### src/rtl/stepper_seq_if.sv
// Command/status bundle between the motion-control wrapper and the stepper sequencer.
// The master drives the cmd_* fields and abort, and the slave drives the status and coil outputs.
interface stepper_seq_if #(
  parameter int STEP_W = 16,
  parameter int DIV_W  = 32,
  parameter int POS_W  = 32
);
  // Handshake: a command transfers on any rising clock_clk edge where cmd_valid && cmd_ready.
  // cmd_ready is high only while the sequencer is idle.
  // The cmd_* fields are sampled only on that edge and may change freely afterwards.
  logic              cmd_valid;
  logic              cmd_ready;
  logic [STEP_W-1:0] cmd_steps;
  logic              cmd_dir;
  logic [1:0]        cmd_mode;
  logic [DIV_W-1:0]  cmd_period;
  logic              abort;
  logic              busy;
  logic              done;
  logic              aborted;
  logic [3:0]        coil_out;
  logic [3:0]        coil_oe;
  logic [1:0]        en_out;
  logic [POS_W-1:0]  position;

  modport master (
    output cmd_valid, cmd_steps, cmd_dir, cmd_mode, cmd_period, abort,
    input  cmd_ready, busy, done, aborted, coil_out, coil_oe, en_out, position
  );

  modport slave (
    input  cmd_valid, cmd_steps, cmd_dir, cmd_mode, cmd_period, abort,
    output cmd_ready, busy, done, aborted, coil_out, coil_oe, en_out, position
  );
endinterface

### src/rtl/stepper_seq_driver.sv
// Unipolar 4-coil stepper sequencer: executes one queued move at a time with a programmable step
// period, wave/full/half drive, abort, optional hold torque and a signed position counter.
module stepper_seq_driver #(
  parameter int STEP_W     = 16,
  parameter int DIV_W      = 32,
  parameter int POS_W      = 32,
  parameter int HOLD       = 1,
  parameter int MIN_PERIOD = 2
) (
  input  logic         clock_clk,
  input  logic         reset_low,
  stepper_seq_if.slave bus,
  output logic [1:0]   dbg_state
);

  typedef enum logic [1:0] {
    S_IDLE = 2'd0,
    S_RUN  = 2'd1,
    S_DONE = 2'd2
  } state_t;

  state_t            state_q, state_d;
  logic [2:0]        phase_q, phase_d;
  logic [POS_W-1:0]  pos_q, pos_d;
  logic [STEP_W-1:0] remain_q, remain_d;
  logic [DIV_W-1:0]  timer_q, timer_d;
  logic [DIV_W-1:0]  period_q, period_d;
  logic              half_q, half_d;
  logic              dir_q, dir_d;
  logic              aborted_q, aborted_d;
  logic              moved_q, moved_d;

  logic [DIV_W-1:0]  min_per;
  logic [2:0]        step_amt;
  logic              energise;
  logic [1:0]        coil_a;

  assign min_per  = DIV_W'(MIN_PERIOD);
  assign step_amt = half_q ? 3'd1 : 3'd2;

  always_comb begin
    state_d   = state_q;
    phase_d   = phase_q;
    pos_d     = pos_q;
    remain_d  = remain_q;
    timer_d   = timer_q;
    period_d  = period_q;
    half_d    = half_q;
    dir_d     = dir_q;
    aborted_d = aborted_q;
    moved_d   = moved_q;
    unique case (state_q)
      S_IDLE: begin
        if (bus.cmd_valid) begin
          aborted_d = 1'b0;
          if (bus.cmd_steps == '0) begin
            state_d = S_DONE;
          end else begin
            state_d  = S_RUN;
            moved_d  = 1'b1;
            remain_d = bus.cmd_steps;
            dir_d    = bus.cmd_dir;
            half_d   = bus.cmd_mode[1];
            timer_d  = DIV_W'(1);
            period_d = (bus.cmd_period < min_per) ? min_per : bus.cmd_period;
            // Wave sits on even phases, full on odd ones; half keeps wherever the rotor is.
            if (bus.cmd_mode == 2'd0)      phase_d = {phase_q[2:1], 1'b0};
            else if (bus.cmd_mode == 2'd1) phase_d = {phase_q[2:1], 1'b1};
          end
        end
      end
      S_RUN: begin
        if (bus.abort) begin
          state_d   = S_DONE;
          aborted_d = 1'b1;
        end else if (timer_q >= period_q) begin
          timer_d  = DIV_W'(1);
          phase_d  = dir_q ? phase_q + step_amt : phase_q - step_amt;
          pos_d    = dir_q ? pos_q + POS_W'(1) : pos_q - POS_W'(1);
          remain_d = remain_q - STEP_W'(1);
          if (remain_q == STEP_W'(1)) state_d = S_DONE;
        end else begin
          timer_d = timer_q + DIV_W'(1);
        end
      end
      S_DONE:  state_d = S_IDLE;
      default: state_d = S_IDLE;
    endcase
  end

  always_ff @(posedge clock_clk or negedge reset_low) begin
    if (!reset_low) begin
      state_q   <= S_IDLE;
      phase_q   <= 3'd0;
      pos_q     <= '0;
      remain_q  <= '0;
      timer_q   <= '0;
      period_q  <= '0;
      half_q    <= 1'b0;
      dir_q     <= 1'b0;
      aborted_q <= 1'b0;
      moved_q   <= 1'b0;
    end else begin
      state_q   <= state_d;
      phase_q   <= phase_d;
      pos_q     <= pos_d;
      remain_q  <= remain_d;
      timer_q   <= timer_d;
      period_q  <= period_d;
      half_q    <= half_d;
      dir_q     <= dir_d;
      aborted_q <= aborted_d;
      moved_q   <= moved_d;
    end
  end

  // Outside RUN the last phase stays energised only with hold torque and after a real move.
  assign energise = (state_q == S_RUN) || ((HOLD != 0) && moved_q);
  assign coil_a   = phase_q[2:1];

  always_comb begin
    bus.coil_oe = 4'b0000;
    if (energise) begin
      bus.coil_oe = 4'b0001 << coil_a;
      if (phase_q[0]) bus.coil_oe = bus.coil_oe | (4'b0001 << (coil_a + 2'd1));
    end
  end

  assign bus.coil_out  = 4'b0000;
  assign bus.en_out    = energise ? 2'b11 : 2'b00;
  assign bus.cmd_ready = (state_q == S_IDLE);
  assign bus.busy      = (state_q != S_IDLE);
  assign bus.done      = (state_q == S_DONE);
  assign bus.aborted   = (state_q == S_DONE) && aborted_q;
  assign bus.position  = pos_q;
  assign dbg_state     = state_q;

endmodule

### src/flat_wrapper.sv
// flat-port wrapper written by rule: the top's interface ports become plain ports
module stepper_seq_driver_flat 
#(
  parameter int STEP_W     = 16,
  parameter int DIV_W      = 32,
  parameter int POS_W      = 32,
  parameter int HOLD       = 1,
  parameter int MIN_PERIOD = 2
)
  (clock_clk, reset_low, dbg_state, bus_cmd_valid, bus_cmd_steps, bus_cmd_dir, bus_cmd_mode, bus_cmd_period, bus_abort, bus_cmd_ready, bus_busy, bus_done, bus_aborted, bus_coil_out, bus_coil_oe, bus_en_out, bus_position);
  stepper_seq_if #(.STEP_W(STEP_W), .DIV_W(DIV_W), .POS_W(POS_W)) bus_i ();
  input  logic clock_clk;
  input  logic reset_low;
  output logic [1:0] dbg_state;
  input wire logic [$bits(bus_i.cmd_valid)-1:0] bus_cmd_valid;
  input wire logic [$bits(bus_i.cmd_steps)-1:0] bus_cmd_steps;
  input wire logic [$bits(bus_i.cmd_dir)-1:0] bus_cmd_dir;
  input wire logic [$bits(bus_i.cmd_mode)-1:0] bus_cmd_mode;
  input wire logic [$bits(bus_i.cmd_period)-1:0] bus_cmd_period;
  input wire logic [$bits(bus_i.abort)-1:0] bus_abort;
  output wire logic [$bits(bus_i.cmd_ready)-1:0] bus_cmd_ready;
  output wire logic [$bits(bus_i.busy)-1:0] bus_busy;
  output wire logic [$bits(bus_i.done)-1:0] bus_done;
  output wire logic [$bits(bus_i.aborted)-1:0] bus_aborted;
  output wire logic [$bits(bus_i.coil_out)-1:0] bus_coil_out;
  output wire logic [$bits(bus_i.coil_oe)-1:0] bus_coil_oe;
  output wire logic [$bits(bus_i.en_out)-1:0] bus_en_out;
  output wire logic [$bits(bus_i.position)-1:0] bus_position;
  assign bus_i.cmd_valid = bus_cmd_valid;
  assign bus_i.cmd_steps = bus_cmd_steps;
  assign bus_i.cmd_dir = bus_cmd_dir;
  assign bus_i.cmd_mode = bus_cmd_mode;
  assign bus_i.cmd_period = bus_cmd_period;
  assign bus_i.abort = bus_abort;
  assign bus_cmd_ready = bus_i.cmd_ready;
  assign bus_busy = bus_i.busy;
  assign bus_done = bus_i.done;
  assign bus_aborted = bus_i.aborted;
  assign bus_coil_out = bus_i.coil_out;
  assign bus_coil_oe = bus_i.coil_oe;
  assign bus_en_out = bus_i.en_out;
  assign bus_position = bus_i.position;
  stepper_seq_driver #(.STEP_W(STEP_W), .DIV_W(DIV_W), .POS_W(POS_W), .HOLD(HOLD), .MIN_PERIOD(MIN_PERIOD)) u_core (.clock_clk(clock_clk), .reset_low(reset_low), .bus(bus_i), .dbg_state(dbg_state));
endmodule
### config.mk
export PLATFORM = sky130hd
export DESIGN_NAME = stepper_seq_driver_flat
export DESIGN_NICKNAME = d
export VERILOG_FILES = /design/src/rtl/stepper_seq_if.sv /design/src/rtl/stepper_seq_driver.sv /design/src/flat_wrapper.sv
export SDC_FILE = /design/constraint.sdc
export NUM_CORES = 1
export LEC_CHECK = 0
export CAP_MARGIN = 15
export CORE_MARGIN = 3
export CORE_UTILIZATION = 51
export DETAILED_ROUTE_END_ITERATION = 10
export PLACE_DENSITY = 0.76
export SYNTH_ARGS = -nofsm -noshare
export SYNTH_HDL_FRONTEND = slang
export SYNTH_SLANG_ARGS = --single-unit
### constraint.sdc
create_clock -name clock_clk -period 5.5 [get_ports clock_clk]
set_input_delay 1.375 -clock clock_clk [delete_from_list [all_inputs] [get_ports clock_clk]]
set_output_delay 1.375 -clock clock_clk [all_outputs]
set_load 0.1 [all_outputs]
==> results of run 1 <==
cells by family after synthesis:
group	Yosys count	synth area share, %
buffers and inverters	92	4.83
XOR/XNOR	51	5.58
AO/OA/AOI/OAI	224	19.1
flip-flops	121	37.8
multiplexers	23	3.11
adder cells (fa/ha/maj)	74	11.8
AND/OR/NAND/NOR	297	17.7
other	1	0.0469
registers in the layout, summed over array words and instances, names as in the netlist:
signal	count
u_core.moved_q	1
u_core.remain_q	16
u_core.dir_q	1
u_core.timer_q	32
u_core.period_q	32
u_core.dbg_state	2
u_core.phase_q	3
u_core.aborted_q	1
u_core.bus.position	32
u_core.half_q	1
area by class of cell:
type / count / share of cell area (%)
Clock buffer: 19 / 4.54
Clock inverter: 13 / 1.56
Inverter: 58 / 2.23
Multi-Input combinational cell: 673 / 47.3
Sequential cell: 121 / 31.0
Tap cell: 211 / 2.71
Timing Repair Buffer: 106 / 10.6
cells in the mapped netlist (all sizes together) (3+ instances only):
library cell | count | share of area (%)
nand3 | 25 | 1.6
a22o | 31 | 3.4
mux2 | 15 | 2.1
o21ai | 55 | 3.5
nand4 | 14 | 1.1
a21oi | 58 | 3.8
a22oi | 6 | 0.56
a41oi | 3 | 0.33
xnor2 | 19 | 2.1
ha | 72 | 11
mux2i | 8 | 1.0
nor4 | 13 | 1.0
o211ai | 7 | 0.66
and4 | 8 | 0.88
nand2 | 91 | 4.3
a2111oi | 3 | 0.34
or3 | 4 | 0.31
dfrtp | 121 | 38
nand2b | 8 | 0.63
xor2 | 32 | 3.5
clkbuf | 17 | 0.80
o2111a | 4 | 0.56
buf | 17 | 1.3
o21a | 5 | 0.47
nor2b | 6 | 0.47
and2 | 7 | 0.55
nand3b | 3 | 0.28
and3 | 15 | 1.2
nor2 | 77 | 3.6
a211oi | 6 | 0.56
inv | 58 | 2.7
o31ai | 3 | 0.28
a31oi | 8 | 0.78
a21o | 13 | 1.2
o2bb2ai | 6 | 0.66
nor3 | 19 | 1.2
placed cells by master, fill, tap and decap left out, types with 6 or more instances in the layout:
cell type,count
clkdlybuf4s50_1,97
nand3_1,25
buf_4,9
a22o_1,31
a21o_1,13
and2_1,6
nand2_1,91
ha_1,72
o21ai_0,52
clkbuf_16,17
nor3_1,19
xor2_1,32
dfrtp_1,121
nand4_1,14
nor4_1,13
a21oi_1,57
nand2b_1,8
a31oi_1,6
and3_1,15
a211oi_1,6
o211ai_1,7
mux2i_1,8
nor2_1,76
a22oi_1,6
mux2_2,12
xnor2_1,19
inv_1,58
o2bb2ai_1,6
and4_1,8
metal layers:
metal | global-route usage [%] | vias up | routed length [µm]
met5 | 0 | - | 0
met4 | 6.24 | 0 | 242
met3 | 5.59 | 18 | 891
met2 | 34.5 | 197 | 8610
met1 | 32.9 | 3297 | 9310
li1 | - | 3383 | -
final timing paths:
kind / cells past startpoint / end / startpoint / slack, ns
worst max-delay path: 6 / bus_coil_oe[0] / u_core.phase_q[1] / 1.42
worst min-delay path: 1 / u_core.period_q[31] / u_core.period_q[31] / 0.50
worst max register to register: 10 / u_core.bus.position[30] / u_core.dir_q / 1.80
worst min register to register: 1 / u_core.period_q[31] / u_core.period_q[31] / 0.50
max in group asynchronous: 2 / u_core.timer_q[4] / reset_low / 3.46
min in group asynchronous: 1 / u_core.timer_q[18] / reset_low / 1.02
through the flow:
| stage | hold slack, ns | utilization, % | instance area [µm²] |
|---|---|---|---|
| 2_1_floorplan | 0.435 | - | 8010 |
| 3_3_place_gp | 0.453 | 60.0 | 9160 |
| 4_1_cts | 0.498 | 63.9 | 9760 |
| 6_report | 0.503 | 63.9 | 9760 |
| 3_5_place_dp | 0.471 | 60.0 | 9160 |
| 5_1_grt | 0.511 | 63.9 | 9760 |
power groups by stage:
stage,Combinational (W),Clock [W],Sequential [W]
3_5_place_dp,0.00161,0,0.00127
6_report,0.00162,0.00113,0.00127
5_1_grt,0.00181,0.00119,0.00130
3_3_place_gp,0.00159,0,0.00128
4_1_cts,0.00162,0.00114,0.00127
2_1_floorplan,0.00122,0,0.00127
==> summary.md, run 1 <==
| Metric | Value |
|---|---|
| Status | `complete, no violations` |
| Crit-path most repeated cell | `inv_1` |
| Critical path class | `flip-flop to output port` |
| Clk sink count | `121` |
| CP Launch Type | `flip-flop` |
| Sw power | `0.00160 W` |
| Leakage power | `4.50 nW` |
| Io pins | `103` |
| Gate power share | `40.2%` |
| Yosys reg bits | `121` |
| Max VDD drop | `540 µV` |
| Crit Path Max Fanout | `5` |
| Via-to-Cell Ratio | `5.74` |
| Worst-path clk slew | `0.05 ns` |
| Placed Cells | `1169` |
| Fin Setup TNS | `0 ns` |
| Post-Route WL | `19.1 mm` |
| I/O Buffers | `98` |
| First-pass GRT wire length | `32.6 mm` |
| First-pass DRT Iterations | `5` |
| Synth unique cells | `65` |
| Cts hold-fix bufs | `0` |
| Bufs and invs on worst path | `3` |
| Final setup fails | `0` |
| Fillers | `1255` |
| Post-CTS Setup Bufs | `0` |
| Vias in the first global route | `6721` |
| RSZ-0062 raised after global routing | `no` |
| Seq. cell area | `0.00303 mm²` |
| Final Max Slew Viols | `0` |
| Syn avg cell area | `9.06 µm²` |
| Tot GR Track Use | `22.8%` |
| Pre-CTS WS | `1.50 ns` |
| Die width | `131 µm` |
| Gpl congestion | `0.892` |
| Seq/Total Area, Yosys | `37.8%` |
| DR DRC count | `0` |
| Post-synth EDFFs | `0` |
| Die height | `131 µm` |
| DR vias | `6895` |
| Mapped Cells | `883` |
| Synth Flop Type | `dfrtp_1` |
| Crit-path max cell delay | `1.14 ns` |
| Minimum clock period | `4.08 ns` |
| Num CTS Buffers | `17` |
| Worst-Skew Late Latency | `0.42 ns` |
| Max Cap Viol | `0` |
| Internal power | `0.00242 W` |
| # rows | `45` |
| Root Driver | `clkbuf_16` |
| Sequential group share of total power | `31.6%` |
| Critical path capture point type | `output port` |
| Asr flop ratio synth | `100%` |
| Max clock buf depth | `2` |
| Initial Util | `52.4%` |
| DPL Wire Length | `13.9 mm` |
| WL per Instance | `15.9 µm` |
| Final Hold Vio Count | `0` |
| Synth-to-Final Area Change | `21.9%` |
| Design Power | `0.00402 W` |
| Layout Cells excl Fill | `1201` |
| DRT antenna net count | `0` |
| Max Fclk | `245 MHz` |
| Largest net degree at the start of global routing | `55` |
| Drt first-iter violations | `403` |
| Worst-margin pin slew | `1.07 ns` |
| Clock power frac | `28.2%` |
| Critical path cell sequence | `inv_1 -> ha_1 -> inv_1 -> mux2i_1 -> nor2_1 -> clkdlybuf4s50_1` |
| CP arrival | `2.71 ns` |
| Die area | `0.0172 mm²` |
| Sw frac | `39.8%` |
| CP Data Required Time | `4.12 ns` |
| Antenna Cells | `0` |
| Share of layout cells above drive strength 1 | `6.26%` |
| Antenna violations before repair | `0` |
| Nets@finish | `1106` |
| Area of the mapped netlist | `0.00800 mm²` |
| Relative slew slack | `28.7%` |
| GR Overflow Total | `0` |
| Clock Skew | `0.00919 ns` |
| Multi-input gate area | `0.00461 mm²` |
| CTS resizes | `0` |
| Cell family with most CP delay | `buffers and inverters` |
| H-tree lvl count | `4` |
| Yosys Warn Count | `0` |
| Cell Pwr Density | `412 mW/mm²` |
| CORE AREA | `0.0153 mm²` |
| CTS tree | `done` |
| Setup WS post-layout | `1.42 ns` |
| Final period utilization | `74.2%` |
| Slowest cell on crit path | `clkdlybuf4s50_1` |
| Hold crit path type | `flip-flop to flip-flop` |
Power figures use the tool's default switching activity.
==> run 2: changes to the inputs <==
--- a/config.mk
+++ b/config.mk
@@ -9,7 +9,7 @@
 export CORE_MARGIN = 3
 export CORE_UTILIZATION = 51
 export DETAILED_ROUTE_END_ITERATION = 10
-export PLACE_DENSITY = 0.76
+export PLACE_DENSITY = 0.79
 export SYNTH_ARGS = -nofsm -noshare
 export SYNTH_HDL_FRONTEND = slang
 export SYNTH_SLANG_ARGS = --single-unit
==> constraint.sdc (replaced) <==
create_clock -name clock_clk -period 3.3 [get_ports clock_clk]
set_input_delay 0.825 -clock clock_clk [delete_from_list [all_inputs] [get_ports clock_clk]]
set_output_delay 0.825 -clock clock_clk [all_outputs]
set_load 0.1 [all_outputs]
==> run 2 against run 1 <==
  * Clock skew down 0.0011 ns
  * Non-clock buffer count up 23
  * Sequential share of layout area down 0.77 points
  * Critical path depth up 5
  * Via count up 1.1%
  * Wire length up 0.98%
  * Worst hold slack worse by 0.12 ns
  * Count of clock-buffer cells in the layout up 1
  * Setup slack worse by 1.2 ns
  * Critical endpoint is now u_core.bus.position[17]
==> summary.md, run 2 (synthesized netlist as in run 1, its figures left out) <==
| Metric | Value |
|---|---|
| Status | `complete, no violations` |
| I/O Buffers | `98 (unchanged)` |
| Final period utilization | `93.9%` |
| Initial Util | `52.4% (unchanged)` |
| Relative slew slack | `48.1% (+19 points)` |
| RR Endpoint | `u_core.bus.position[17]` |
| Slowest cell on crit path | `dfrtp_1` |
| Fin Setup TNS | `0 ns (unchanged)` |
| CP Capture Point | `u_core.bus.position[17]` |
| Cell Pwr Density | `698 mW/mm² (+69%)` |
| Critical path class | `flip-flop to flip-flop` |
| Drt first-iter violations | `487 (+21%)` |
| Final setup fails | `0 (unchanged)` |
| CP startpoint | `u_core.dir_q` |
| WL per Instance | `15.7 µm (-0.92%)` |
| Fillers | `1224 (-2.5%)` |
| Max Cap Viol | `0 (unchanged)` |
| Max VDD drop | `832 µV (+54%)` |
| # rows | `45 (unchanged)` |
| Critical path cell sequence | `clkinvlp_4 -> buf_4 -> ha_1 -> a211oi_1 -> nor2_1 -> a311o_1 -> a31o_2 -> a31oi_1 -> o22ai_1 -> a31oi_1 -> o21ai_0` |
| DRT antenna net count | `0 (unchanged)` |
| CP Data Required Time | `3.59 ns (-0.53 ns)` |
| Clk sink count | `121 (unchanged)` |
| Io pins | `103 (unchanged)` |
| Worst-margin pin slew | `0.776 ns (-0.291 ns)` |
| Commonest non-fill, non-tap cell in the layout | `dfrtp_1` |
| Antenna violations before repair | `0 (unchanged)` |
| Tot GR Track Use | `22.9% (+0.089 points)` |
| Die area | `0.0172 mm² (unchanged)` |
| Final Util | `65.6% (+1.6 points)` |
| CORE AREA | `0.0153 mm² (unchanged)` |
| Fin Hold WS | `0.384 ns (-0.119 ns)` |
| Nets@finish | `1129 (+2.1%)` |
| First-pass DRT Iterations | `5 (unchanged)` |
| Minimum clock period | `3.10 ns` |
| Num CTS Buffers | `17 (unchanged)` |
| Met3 wire length | `936 µm (+5.1%)` |
| Setup WS post-layout | `0.201 ns (-1.22 ns)` |
| Cts hold-fix bufs | `0 (unchanged)` |
| Leakage power | `4.74 nW (+5.5%)` |
| Pre-CTS WS | `0.113 ns (-1.39 ns)` |
| Post-Route WL | `19.2 mm (+0.98%)` |
| GR Overflow Total | `0 (unchanged)` |
| Worst-path clk slew | `0.06 ns (about the same)` |
| Root Driver | `clkbuf_16` |
| Share of layout cells above drive strength 1 | `13.8% (+7.6 points)` |
| Crit Path Max Fanout | `12 (+7)` |
| Vias in the first global route | `6880 (+2.4%)` |
| RSZ-0062 raised after global routing | `no` |
| DR vias | `6971 (+1.1%)` |
| Largest net degree at the start of global routing | `41 (-25%)` |
| Crit Reg-Reg Startpoint | `u_core.dir_q` |
| H-tree lvl count | `4 (unchanged)` |
| Synth-to-Final Area Change | `25.1%` |
| Gpl congestion | `0.900 (+0.83%)` |
| R2R depth | `11 (+1)` |
| CP Launch Type | `flip-flop` |
| CP arrival | `3.39 ns (+0.68 ns)` |
| Design Power | `0.00699 W (+74%)` |
| Hold crit path type | `primary input to async pin` |
| Max Fclk | `323 MHz` |
| CTS tree | `done` |
| Via-to-Cell Ratio | `5.70 (-0.80%)` |
| Die height | `131 µm (unchanged)` |
| DPL Wire Length | `14.2 mm (+2.5%)` |
| WL met1 | `8.70 mm (-6.5%)` |
| Most frequent cells in the layout | `dfrtp_1, nand2_1, ha_1` |
| Crit-path most repeated cell | `a31oi_1` |
| Worst-Skew Late Latency | `0.42 ns (about the same)` |
| Critical path capture point type | `flip-flop` |
| First-pass GRT wire length | `32.9 mm (+0.87%)` |
| Clock Skew | `0.00811 ns (-0.00107 ns)` |
| Met2 WL | `9.19 mm (+6.8%)` |
| Final Hold Vio Count | `0 (unchanged)` |
| Final Max Slew Viols | `0 (unchanged)` |
| Reg2Reg Setup Slack | `0.20 ns (-1.60 ns)` |
| Top routing layer used | `met4` |
| Crit-path max cell delay | `0.39 ns (-0.75 ns)` |
| Max clock buf depth | `2 (unchanged)` |
| DR DRC count | `0 (unchanged)` |
| Die width | `131 µm (unchanged)` |
| Antenna Cells | `0 (unchanged)` |
[run 2: worst min path at each step]
stage          slack (ns)            from                      end
6_report             0.38       reset_low  u_core.bus.position[14]
5_1_grt              0.42       reset_low  u_core.bus.position[14]
3_5_place_dp         0.45  u_core.moved_q           u_core.moved_q
4_1_cts              0.40       reset_low  u_core.bus.position[14]
3_3_place_gp         0.45  u_core.moved_q           u_core.moved_q
2_1_floorplan        0.44  u_core.moved_q           u_core.moved_q
[run 2: through the flow]
stage	std cells	area [µm²]
floorplan	886	8060
global placement	1189	9330
detailed placement	1190	9350
CTS	1222	9980
global route	1224	10000
finish	1224	10000
[run 2: final cells by class]
class	instances	area [µm²]	share of cell area (%)
clock buffer	20	467	4.66
timing repair buffer	129	1200	12.0
tap	211	264	2.64
clock inverter	12	163	1.63
multi-input combinational	673	4670	46.6
sequential	121	3030	30.3
inverter	58	221	2.21
[run 2: power breakdown]
group / internal (W) / switching (W)
Sequential: 0.00183 / 0.000294
Clock: 0.00126 / 0.000717
Combinational: 0.00113 / 0.00176
[run 2: per-layer routing]
metal / global-route usage, % / vias to the layer above
met5: 0 / -
met4: 8.11 / 0
met3: 4.67 / 33
met2: 37.6 / 184
met1: 30.3 / 3336
li1: - / 3418
[run 2: what timing repair did]
item / CTS / global route
buffers inserted: 0 / 2
gates resized for setup: 0 / 2
endpoints found under the setup margin: 0 / 16
[run 2: worst max-delay path: cells and delay by family, from the launching register on]
kind	cells	cell delay [ns]
buf+inv	2	0.36
simple gates	1	0.09
fa+ha+maj	1	0.39
compound gates	7	1.73
flops	1	0.39
==> run 3: changes to the inputs <==
--- a/config.mk
+++ b/config.mk
@@ -13,3 +13,4 @@
 export SYNTH_ARGS = -nofsm -noshare
 export SYNTH_HDL_FRONTEND = slang
 export SYNTH_SLANG_ARGS = --single-unit
+export TNS_END_PERCENT = 1
==> run 3 against run 2 <==
  * Sequential share of layout area rose by 0.28 points
  * Worst hold slack better by 0.036 ns
  * Wire length fell by 0.34%
  * Sequential power hardly changed
  * Power fell by 2.6%
  * Critical path depth down 1
  * Sequential cell count stayed put
  * Global-route usage is 0.73 points lower
  * Design area down 0.96%
  * Critical endpoint is now u_core.remain_q[11]
  * Largest cell class unchanged
==> summary.md, run 3 (synthesized netlist as in run 1, its figures left out) <==
| Metric | Value |
|---|---|
| RR Endpoint | `u_core.remain_q[11]` |
| Synth-to-Final Area Change | `23.9%` |
| Via-to-Cell Ratio | `5.70 (about the same)` |
| Slowest cell on crit path | `or4_1` |
| Final Util | `65.0% (-0.63 points)` |
| R2R depth | `10 (-1)` |
| Drt first-iter violations | `433 (-11%)` |
| Die area | `0.0172 mm² (unchanged)` |
| Leakage power | `4.69 nW (-1.2%)` |
| Hold crit path type | `primary input to async pin` |
| # rows | `45 (unchanged)` |
| Status | `complete, no violations` |
| Share of layout cells above drive strength 1 | `12.6% (-1.2 points)` |
| Largest net degree at the start of global routing | `59 (+44%)` |
| Antenna violations before repair | `0 (unchanged)` |
| Max Cap Viol | `0 (unchanged)` |
| Critical path capture point type | `flip-flop` |
| Root Driver | `clkbuf_16` |
| Crit Path Max Fanout | `18 (+6)` |
| Minimum clock period | `3.14 ns (+0.0392 ns)` |
| Final instance area | `0.00991 mm² (-0.96%)` |
| Bufs and invs on worst path | `1 (-1)` |
| DPL Wire Length | `14.3 mm (+0.57%)` |
| Critical path class | `flip-flop to flip-flop` |
| CORE AREA | `0.0153 mm² (unchanged)` |
| Most frequent cells in the layout | `dfrtp_1, nand2_1, ha_1` |
| Cell family with most CP delay | `compound AO/OA/AOI/OAI gates` |
| Post-Route WL | `19.2 mm (-0.34%)` |
| Pre-CTS WS | `0.173 ns (+0.0599 ns)` |
| Vias in the first global route | `6604 (-4.0%)` |
| CP Launch Type | `flip-flop` |
| Fillers | `1258 (+2.8%)` |
| Gate power share | `42.3% (+0.9 points)` |
| Crit-path max cell delay | `0.54 ns (+0.15 ns)` |
| Final Hold Vio Count | `0 (unchanged)` |
| Crit Reg-Reg Startpoint | `u_core.timer_q[11]` |
| RSZ-0062 raised after global routing | `no` |
| Reg2Reg Setup Slack | `0.16 ns (-0.04 ns)` |
| Clock power frac | `26.7% (-1.6 points)` |
| Final period utilization | `95.1% (+1.2 points)` |
| Gpl congestion | `0.916 (+1.8%)` |
| DR vias | `6931 (-0.57%)` |
| Max clock buf depth | `2 (unchanged)` |
| First-pass DRT Iterations | `5 (unchanged)` |
| Cts hold-fix bufs | `0 (unchanged)` |
| Post-placement cell area | `0.00932 mm² (-0.35%)` |
| CP Data Required Time | `3.64 ns (+0.05 ns)` |
| Worst path depth | `10 (-1)` |
| First-pass GRT wire length | `31.8 mm (-3.3%)` |
| Relative slew slack | `45.0% (-3.1 points)` |
| Tot GR Track Use | `22.2% (-0.73 points)` |
| Clock Skew | `0.0117 ns (+0.00356 ns)` |
| Sequential group share of total power | `31.0% (+0.7 points)` |
| Antenna Cells | `0 (unchanged)` |
| Post-CTS Setup Bufs | `0 (unchanged)` |
| Num CTS Buffers | `17 (unchanged)` |
| DR DRC count | `0 (unchanged)` |
| Worst-margin pin slew | `0.817 ns (+0.0408 ns)` |
| Worst-Skew Late Latency | `0.42 ns (about the same)` |
| Sw frac | `39.8% (+0.057 points)` |
| I/O Buffers | `98 (unchanged)` |
| Io pins | `103 (unchanged)` |
| CTS tree | `done` |
| Final Max Slew Viols | `0 (unchanged)` |
| Sw power | `0.00271 W (-2.4%)` |
| Max Fclk | `319 MHz (-1.2%)` |
| CP arrival | `3.48 ns (+0.09 ns)` |
| H-tree lvl count | `4 (unchanged)` |
| DRT antenna net count | `0 (unchanged)` |
| Worst-path clk slew | `0.05 ns (about the same)` |
| Multi-input gate area | `0.00466 mm² (-0.19%)` |
| Fin Hold WS | `0.420 ns (+0.0359 ns)` |
| Crit-path most repeated cell | `a21oi_1` |
| Internal power | `0.00410 W (-2.7%)` |
| Fin Setup TNS | `0 ns (unchanged)` |
| Commonest non-fill, non-tap cell in the layout | `dfrtp_1` |
| Clk sink count | `121 (unchanged)` |
| Die width | `131 µm (unchanged)` |
| Setup WS post-layout | `0.162 ns (-0.0392 ns)` |
| Final setup fails | `0 (unchanged)` |
| Die height | `131 µm (unchanged)` |
| Cell Pwr Density | `687 mW/mm² (-1.6%)` |
| GR Overflow Total | `0 (unchanged)` |
| Seq. cell area | `0.00303 mm² (about the same)` |
| WL per Instance | `15.8 µm (+0.31%)` |
| Critical path cell sequence | `ha_1 -> and4_1 -> nand2_1 -> or4_1 -> a31oi_2 -> o41ai_4 -> a31oi_4 -> buf_4 -> a21oi_1 -> a21oi_1` |
| Initial Util | `52.4% (unchanged)` |
| Max VDD drop | `464 µV (-44%)` |
| Nets@finish | `1122 (-0.62%)` |
run 3: layout make-up:
type	instances	share of cell area, %
inverters	58	2.20
multi-input cells	673	47.0
well taps	211	2.66
repair buffers	122	11.8
clock buffers	24	4.86
flip-flops and latches	121	30.6
clock inverters	7	0.934
run 3: worst max-delay path by stage:
stage / from / end / slack (ns)
floorplan: u_core.dbg_state[0] / bus_coil_oe[0] / -0.12
global placement: u_core.timer_q[11] / u_core.remain_q[1] / 0.21
detailed placement: bus_cmd_valid / u_core.period_q[1] / 0.17
CTS: u_core.timer_q[11] / u_core.phase_q[0] / 0.16
global route: u_core.timer_q[13] / u_core.remain_q[9] / 0.02
finish: u_core.timer_q[11] / u_core.remain_q[11] / 0.16
run 3: routing by layer:
layer / up-vias / track usage (%) / share of wire, %
li1: 3418 / - / -
met1: 3307 / 29.8 / 46
met2: 181 / 36.8 / 48
met3: 25 / 4.29 / 4.3
met4: 0 / 6.36 / 1.6
met5: - / 0 / 0
run 3: power groups by stage:
stage / clock (W) / combinational, W / sequential, W
after global routing: 0.00191 / 0.00320 / 0.00216
after detailed placement: 0 / 0.00284 / 0.00212
after global placement: 0 / 0.00277 / 0.00212
after floorplan: 0 / 0.00205 / 0.00212
after CTS: 0.00184 / 0.00286 / 0.00210
final: 0.00182 / 0.00288 / 0.00211
run 3: metrics by stage:
step                instances  total power, W
detailed placement       1184         0.00496
CTS                      1215         0.00681
finish                   1216         0.00681
floorplan                 886         0.00417
global placement         1184         0.00489
global route             1216         0.00727
run 3: what timing repair did:
action	in CTS	in global routing
endpoints found under the setup margin	0	9
endpoints found under the hold margin	0	0
resized for setup	0	3
